<file path="src/rtl/pulse_word_scheduler.sv">
// Pulse word scheduler: converts (delay, width) pulse commands in fine ticks into
// the 8-bit word fed to an 8:1 serializer each clk1x cycle (bit 0 leaves first).
module pulse_word_scheduler #(
  parameter int DW      = 16,
  parameter int MIN_GAP = 8
) (
  input  logic          clk1x,
  input  logic          rst,
  input  logic          cmd_valid,
  output logic          cmd_ready,
  input  logic [DW-1:0] cmd_delay,
  input  logic [DW-1:0] cmd_width,
  input  logic          abort,
  output logic [7:0]    word,
  output logic          busy,
  output logic          pulse_done,
  output logic          gap_err
);

  localparam int CW = DW + 4;

  typedef enum logic [1:0] {IDLE, DELAY, HIGH} state_t;

  state_t          state_q, state_d;
  logic [CW-1:0]   off_q, off_d;
  logic [CW-1:0]   rem_q, rem_d;
  logic            holdValid_q, holdValid_d;
  logic [DW-1:0]   holdDelay_q, holdDelay_d;
  logic [DW-1:0]   holdWidth_q, holdWidth_d;
  logic [7:0]      word_q, word_d;
  logic            done_q, done_d;
  logic            gap_q, gap_d;

  logic            curActive;
  logic [CW-1:0]   curOff, curRem, curEnd;
  logic            finalWord, holdTaken, accept, acceptLive;
  logic            chainFromHold, bypass;
  logic [DW-1:0]   chainDelay, chainWidth;
  logic [CW-1:0]   chainDp;

  // The word being produced this cycle is described by (offset to first high
  // tick, remaining high ticks), both relative to tick 0 of that word. From
  // IDLE the holding register feeds it directly so the load edge already
  // carries the first ticks of the pulse.
  always_comb begin
    curActive = 1'b1;
    curOff    = off_q;
    curRem    = rem_q;
    if (state_q == IDLE) begin
      curActive = holdValid_q;
      curOff    = CW'(holdDelay_q);
      curRem    = CW'(holdWidth_q);
    end
    curEnd        = curOff + curRem;
    finalWord     = curActive && (curOff < CW'(8)) && (curEnd <= CW'(8));
    holdTaken     = holdValid_q && ((state_q == IDLE) || finalWord);
    cmd_ready     = !abort && (!holdValid_q || holdTaken);
    accept        = cmd_valid && cmd_ready;
    acceptLive    = accept && (cmd_width != '0);
    chainFromHold = (state_q != IDLE) && holdValid_q;
    // A command arriving on the very edge its predecessor ends can still be
    // chained, even though the holding register is busy with that predecessor.
    bypass        = finalWord && !chainFromHold && acceptLive;
    chainDelay    = chainFromHold ? holdDelay_q : cmd_delay;
    chainWidth    = chainFromHold ? holdWidth_q : cmd_width;
    chainDp       = (CW'(chainDelay) < CW'(MIN_GAP)) ? CW'(MIN_GAP) : CW'(chainDelay);
  end

  always_comb begin
    state_d     = state_q;
    off_d       = off_q;
    rem_d       = rem_q;
    word_d      = '0;
    done_d      = 1'b0;
    gap_d       = gap_q;
    holdValid_d = holdValid_q && !holdTaken;
    holdDelay_d = holdDelay_q;
    holdWidth_d = holdWidth_q;

    for (int i = 0; i < 8; i++) begin
      word_d[i] = curActive && (CW'(i) >= curOff) && (CW'(i) < curEnd);
    end

    if (!curActive) begin
      state_d = IDLE;
    end else if (curOff >= CW'(8)) begin
      state_d = DELAY;
      off_d   = curOff - CW'(8);
      rem_d   = curRem;
    end else if (!finalWord) begin
      state_d = HIGH;
      off_d   = '0;
      rem_d   = curEnd - CW'(8);
    end else if (chainFromHold || bypass) begin
      // Next reference point is the end tick inside this word; rebase to the next word.
      state_d = DELAY;
      off_d   = curEnd + chainDp - CW'(8);
      rem_d   = CW'(chainWidth);
      if (CW'(chainDelay) < CW'(MIN_GAP)) begin
        gap_d = 1'b1;
      end
    end else begin
      state_d = IDLE;
    end
    done_d = finalWord;

    if (acceptLive && !bypass) begin
      holdValid_d = 1'b1;
      holdDelay_d = cmd_delay;
      holdWidth_d = cmd_width;
    end

    if (abort) begin
      state_d     = IDLE;
      word_d      = '0;
      done_d      = 1'b0;
      holdValid_d = 1'b0;
      gap_d       = gap_q;
    end
  end

  always_ff @(posedge clk1x or posedge rst) begin
    if (rst) begin
      state_q     <= IDLE;
      off_q       <= '0;
      rem_q       <= '0;
      holdValid_q <= 1'b0;
      holdDelay_q <= '0;
      holdWidth_q <= '0;
      word_q      <= '0;
      done_q      <= 1'b0;
      gap_q       <= 1'b0;
    end else begin
      state_q     <= state_d;
      off_q       <= off_d;
      rem_q       <= rem_d;
      holdValid_q <= holdValid_d;
      holdDelay_q <= holdDelay_d;
      holdWidth_q <= holdWidth_d;
      word_q      <= word_d;
      done_q      <= done_d;
      gap_q       <= gap_d;
    end
  end

  assign word       = word_q;
  assign pulse_done = done_q;
  assign gap_err    = gap_q;
  assign busy       = (state_q != IDLE) || holdValid_q;

endmodule

</file>
<file path="config.mk">
export PLATFORM = sky130hd
export DESIGN_NAME = pulse_word_scheduler
export DESIGN_NICKNAME = d
export VERILOG_FILES = /design/src/rtl/pulse_word_scheduler.sv
export SDC_FILE = /design/constraint.sdc
export NUM_CORES = 1
export LEC_CHECK = 0
export CAP_MARGIN = 25
export CORE_MARGIN = 4
export CORE_UTILIZATION = 25
export CTS_BUF_LIST = sky130_fd_sc_hd__clkbuf_16
export CTS_CLUSTER_SIZE = 28
export DETAILED_ROUTE_END_ITERATION = 7
export SLEW_MARGIN = 20
export SYNTH_ARGS = -nofsm -noshare
export SYNTH_HDL_FRONTEND = slang
export SYNTH_SLANG_ARGS = --single-unit
export TNS_END_PERCENT = 50
</file>
<file path="constraint.sdc">
create_clock -name clk1x -period 8.46 [get_ports clk1x]
set_clock_uncertainty 0.15 [all_clocks]
set_input_delay 0.846 -clock clk1x [delete_from_list [all_inputs] [get_ports clk1x]]
set_output_delay 0.846 -clock clk1x [all_outputs]
set_load 0.1 [all_outputs]
</file>
* Yosys cells after proc, flatten, opt, wreduce, memory -nomap -nowiden
Index checks and enable logic that the tools add are counted.
** Word-level totals
- Logic and storage cells :: 99
- Input bits :: 36
- Flip-flop bits (word level) :: 85
** Cells by class
- Add/sub/neg operators :: 5
- Bitwise gates (word level) :: 2
- Muxes and demuxes :: 21
- Reduce and logical (&&, ||, !) cells :: 41
- Equality and inequality tests :: 1
- $lt $le $gt $ge :: 20
** Operator list (count)
- $mux W20 :: 8
- $ge A3 B20 Y1 const A :: 4
- $lt A3 B20 Y1 const A :: 4
- $sub A20 B4 Y20 const B :: 3
- $mux W16 :: 3
- $ge A1 B20 Y1 const A :: 2
- $ge A2 B20 Y1 const A :: 2
- $lt A1 B20 Y1 const A :: 2
- $lt A2 B20 Y1 const A :: 2
- $logic_and A1 B1 Y1 :: 27
- $add A20 B16 Y20 :: 1
- $add A20 B20 Y20 :: 1
- $ge A20 B4 Y1 const B :: 1
- $le A20 B4 Y1 const B :: 1
- $lt A20 B4 Y1 const B :: 1
- $lt A16 B4 Y1 const B :: 1
- $reduce_bool A16 Y1 :: 1
- $mux W2 :: 4
- $mux W8 :: 1
- $reduce_and A6 Y1 :: 1
- $logic_not A1 Y1 :: 5
- $mux W1 :: 5
- $logic_or A1 B1 Y1 :: 4
- $ne A3 B1 Y1 const B :: 1
- 4 further kinds :: 5

* Logic depth before layout (Yosys ltp)
- Word-level depth :: 18
- Gate-level depth with buffers :: 31
- Depth with buffers taken out :: 27

* Worst setup path before layout
No wires, ideal clock.
- Path type :: register to output
- Start point :: register state_q[1]
- End point :: output cmd_ready
- Path buffers :: 6
- Data arrival time :: 6.182 ns
- Path slack :: 1.282 ns
- Stages on the path, launching flop included :: 22
- Path through :: dfrtp_1 nor2_1 clkbuf_1 buf_1 clkbuf_1 clkbuf_1 nand2_1 nand2_1 ha_1 a21oi_1 o21ai_0 nor4b_1 o21ai_0 a2111oi_0 o21ai_0 o211a_1 and3b_1 buf_2 a41o_1 a32oi_4 clkbuf_1 a21oi_1
** On the way
- Longest elaborated chain between the ends :: 9
- Elaborated cells on any way between the ends :: 13
- Classes of those cells :: add/sub: 1; order compare: 2; mux: 3; reduce/logical: 7
** Ends and longest elaborated chain
- start, declared :: RTL line 24 : state_t state_q, state_d;
- start signal, assigned :: RTL line 134 : state_q <= state_d;
- $logic_not A2 Y1 * :: RTL line 49, 56
- $mux W20 :: RTL line 49 : if (state_q == IDLE) begin
- $add A20 B20 Y20 or $lt A20 B4 Y1 (tied branches) :: RTL line 54, 55
- $le A20 B4 Y1 or $logic_and A1 B1 Y1 (tied branches) :: RTL line 55 : finalWord = curActive && (curOff < CW'(8)) && (curEnd <= CW'(8));
- $logic_and A1 B1 Y1 :: RTL line 55
- $logic_or A1 B1 Y1 * :: RTL line 56 : holdTaken = holdValid_q && ((state_q == IDLE) || finalWord);
- $logic_and A1 B1 Y1 * :: RTL line 56
- $logic_or A1 B1 Y1 * :: RTL line 57 : cmd_ready = !abort && (!holdValid_q || holdTaken);
- $logic_and A1 B1 Y1 * :: RTL line 57
- end, declared :: RTL line 10 : output logic cmd_ready,
Mark *: on every way between the ends. The rest lies on a longest branch, timed or not.

* Worst setup path after layout
Ends and elaborated chain as after synthesis.

==> results.json <==
{
  "status": "finished, final reports clean",
  "clkPwrFrac_pct": 15.3,
  "cp_data_arrival_time_ns": 6.65,
  "power_density_nw_per_um2": 306,
  "layout_min_cycle_time_ns": 7.64,
  "tns_ns": 0,
  "insertedDiodeCount": 0,
  "cts_tree": "yes",
  "fin_crit_sh_pct": 90.3,
  "synth_flop_cell": "dfrtp_1",
  "cts_sinks": 85,
  "die_x_um": 188,
  "cts_root_buffer": "clkbuf_16",
  "areaGrowthSynthToFinish_pct": 14.5,
  "cp-start-kind": "flip-flop",
  "p_leak_nw": 4.10,
  "slew_headroom_pct": 33.7,
  "worst_pin_slew_ns": 0.969,
  "synth_nets": 1076,
  "core_um2": 31700,
  "ctsResizeCount": 0,
  "hold_viol": 0,
  "synth_area_um2": 8070,
  "stdcell_area_um2": 9240,
  "start_util_pct": 25.4,
  "irDropWorstVdd_v": 0.000135,
  "drc": 0,
  "p_switching_mw": 1.34,
  "cts.htree.levels": 3,
  "holdCritPathClass": "reg2reg",
  "clock.fmax_mhz": 131,
  "synthArstFlopShare_pct": 100,
  "clk_latency_ns": 0.37,
  "internal_power_mw": 1.48,
  "final_common_cell": "nand2_1",
  "multi_input_area_um2": 5500,
  "dr.pass1.iters": 6,
  "path_max_fanout": 28,
  "clock_path_buffers": 2,
  "vias": 7243,
  "ys.warnings.count": 0,
  "hpwl_mm": 19.2,
  "die_h_um": 188,
  "drv_cap": 0,
  "grt_max_degree": 71,
  "p_sw_share_pct": 47.5,
  "cts_hold_buf": 0,
  "critPathKind": "reg2out",
  "avgSynthCellArea_um2": 8.19,
  "die-area_um2": 35200,
  "first_iter_violations": 855,
  "ys_seq_elements": 85,
  "seq_power_share_pct": 19.7,
  "hold_ws_ns": 0.324,
  "grt_pass1_wl_mm": 40.2,
  "path_clk_slew_ns": 0.07,
  "ys_seq_area_share_pct": 26.4,
  "gp_congestion": 0.950,
  "ios": 48,
  "drive_above_1_share_pct": 9.35,
  "endpoint_kind": "output port",
  "postCtsSetupBuffers": 0,
  "synth-edff-count": 0,
  "core.rowCount": 65,
  "gr-total-overflow": 0,
  "dpl_cell_area_um2": 8920,
  "ant_nets": 0,
  "seqCellArea_um2": 2130,
  "final_cell_mix": "168 x nand2_1, 86 x nor2_1, 85 x dfrtp_1",
  "grt_setup_unrepaired": "no",
  "setup-violations-final": 0,
  "synth.distinct_cells": 91,
  "cts_buffers": 9,
  "grt_usage_pct": 14.2,
  "antenna_found_initial": 1,
  "slew_viol_final": 0,
  "final_nets": 1102,
  "viasPerCell": 5.11,
  "wire_per_inst_um": 17.9,
  "comb_power_share_pct": 65.0,
  "port_buffers": 47,
  "netlist_instances": 985,
  "n_fill_cell": 3344,
  "routed_wl_mm": 25.4,
  "grt_pass1_vias": 6980,
  "required_ns": 7.46
}
==> cells by family (layout without fill, tap and decap cells) <==
kind of cell    after synthesis  count (layout)  synth area share [%]
compound gates              212             212                  18.3
flops                        85              85                  26.4
simple gates                390             390                  22.5
fa+ha+maj                    58              58                  9.00
buf+inv                     104             135                  5.55
mux                          68              68                  10.8
xor+xnor                     68              68                  7.48
==> final cells by class <==
| cell class | instances | share of cell area [%] |
|---|---|---|
| Timing Repair Buffer | 61 | 6.23 |
| Clock inverter | 7 | 0.935 |
| Tap cell | 402 | 5.45 |
| Sequential cell | 85 | 23.0 |
| Inverter | 58 | 2.37 |
| Clock buffer | 9 | 2.44 |
| Multi-Input combinational cell | 796 | 59.5 |
==> through the flow <==
stage | cells | total power [mW] | setup slack (ns) | utilization, %
global placement | 1402 | 2.35 | 1.40 | 28.1
finish | 1418 | 2.83 | 0.817 | 29.1
global route | 1418 | 3.08 | 0.414 | 29.1
CTS | 1418 | 2.81 | 0.929 | 29.1
detailed placement | 1402 | 2.37 | 1.35 | 28.1
floorplan | 985 | 1.95 | 1.28 | -
==> routing by layer <==
layer  wire [um]  track usage [%]
met1       11900             20.6
met2       10800             21.3
met3        2120             2.59
met4         594             4.35
met5          13                0
==> sequential cells by signal, indices dropped and copies added (netlist names) <==
name and flops:
gap_err 1, holdDelay_q 16, holdValid_q 1, holdWidth_q 16
off_q 20, pulse_done 1, rem_q 20, state_q 2
word 8
==> power groups by stage <==
stage | combinational (mW) | sequential, mW | clock (mW)
after floorplan | 1.42 | 0.528 | 0
after global placement | 1.79 | 0.562 | 0
after detailed placement | 1.81 | 0.562 | 0
after CTS | 1.82 | 0.556 | 0.439
after global routing | 2.05 | 0.569 | 0.456
final | 1.84 | 0.558 | 0.432
==> cells in the mapped netlist (6+ instances only) <==
cell        n  area, um^2
nand2_1   168         631
nor2_1     87         327
dfrtp_1    85        2130
a21oi_1    75         375
inv_1      58         218
ha_1       54         676
xnor2_1    47         412
mux2_4     31         465
mux2i_1    28         280
nand3_1    26         130
clkbuf_1   22        82.6
xor2_1     20         175
nor3_1     19        95.1
o21ai_0    17        85.1
nor4_1     15        93.8
o211ai_1   12        90.1
a22oi_1    11        82.6
a31oi_1    11        68.8
nand4_1    11        68.8
a21o_1     10        75.1
nand2b_1   10        62.6
and2_1      9        56.3
buf_2       9        45.0
buf_1       7        26.3
o21ai_1     7        35.0
o21a_1      6        45.0
o31ai_1     6        45.0
or2_2       6        37.5
==> worst max-delay path, cell delays in order, from the launching register on <==
cell and delay (ns):
dfrtp_1 0.46, nor2_4 0.65, mux2i_1 0.53, inv_1 0.17, ha_1 0.34, a21boi_0 0.17
a311oi_4 0.47, o31ai_1 0.21, a21oi_1 0.23, o21ai_1 0.10, xnor2_1 0.52, and3b_1 0.45
a41o_1 0.29, a32oi_4 0.27, a21oi_1 0.23, clkdlybuf4s50_1 1.16
==> final timing paths <==
| check | depth (start not counted) | slack [ns] | endpoint | from |
|---|---|---|---|---|
| worst max-delay path | 15 | 0.82 | cmd_ready | state_q[1] |
| worst min-delay path | 1 | 0.32 | gap_err | gap_err |
| worst max register to register | 26 | 1.40 | off_q[18] | state_q[1] |
| worst min register to register | 1 | 0.32 | gap_err | gap_err |
| max in group asynchronous | 3 | 6.32 | off_q[17] | rst |
| min in group asynchronous | 2 | 0.69 | holdWidth_q[1] | rst |
No activity file was read; power rests on OpenSTA's default activity.
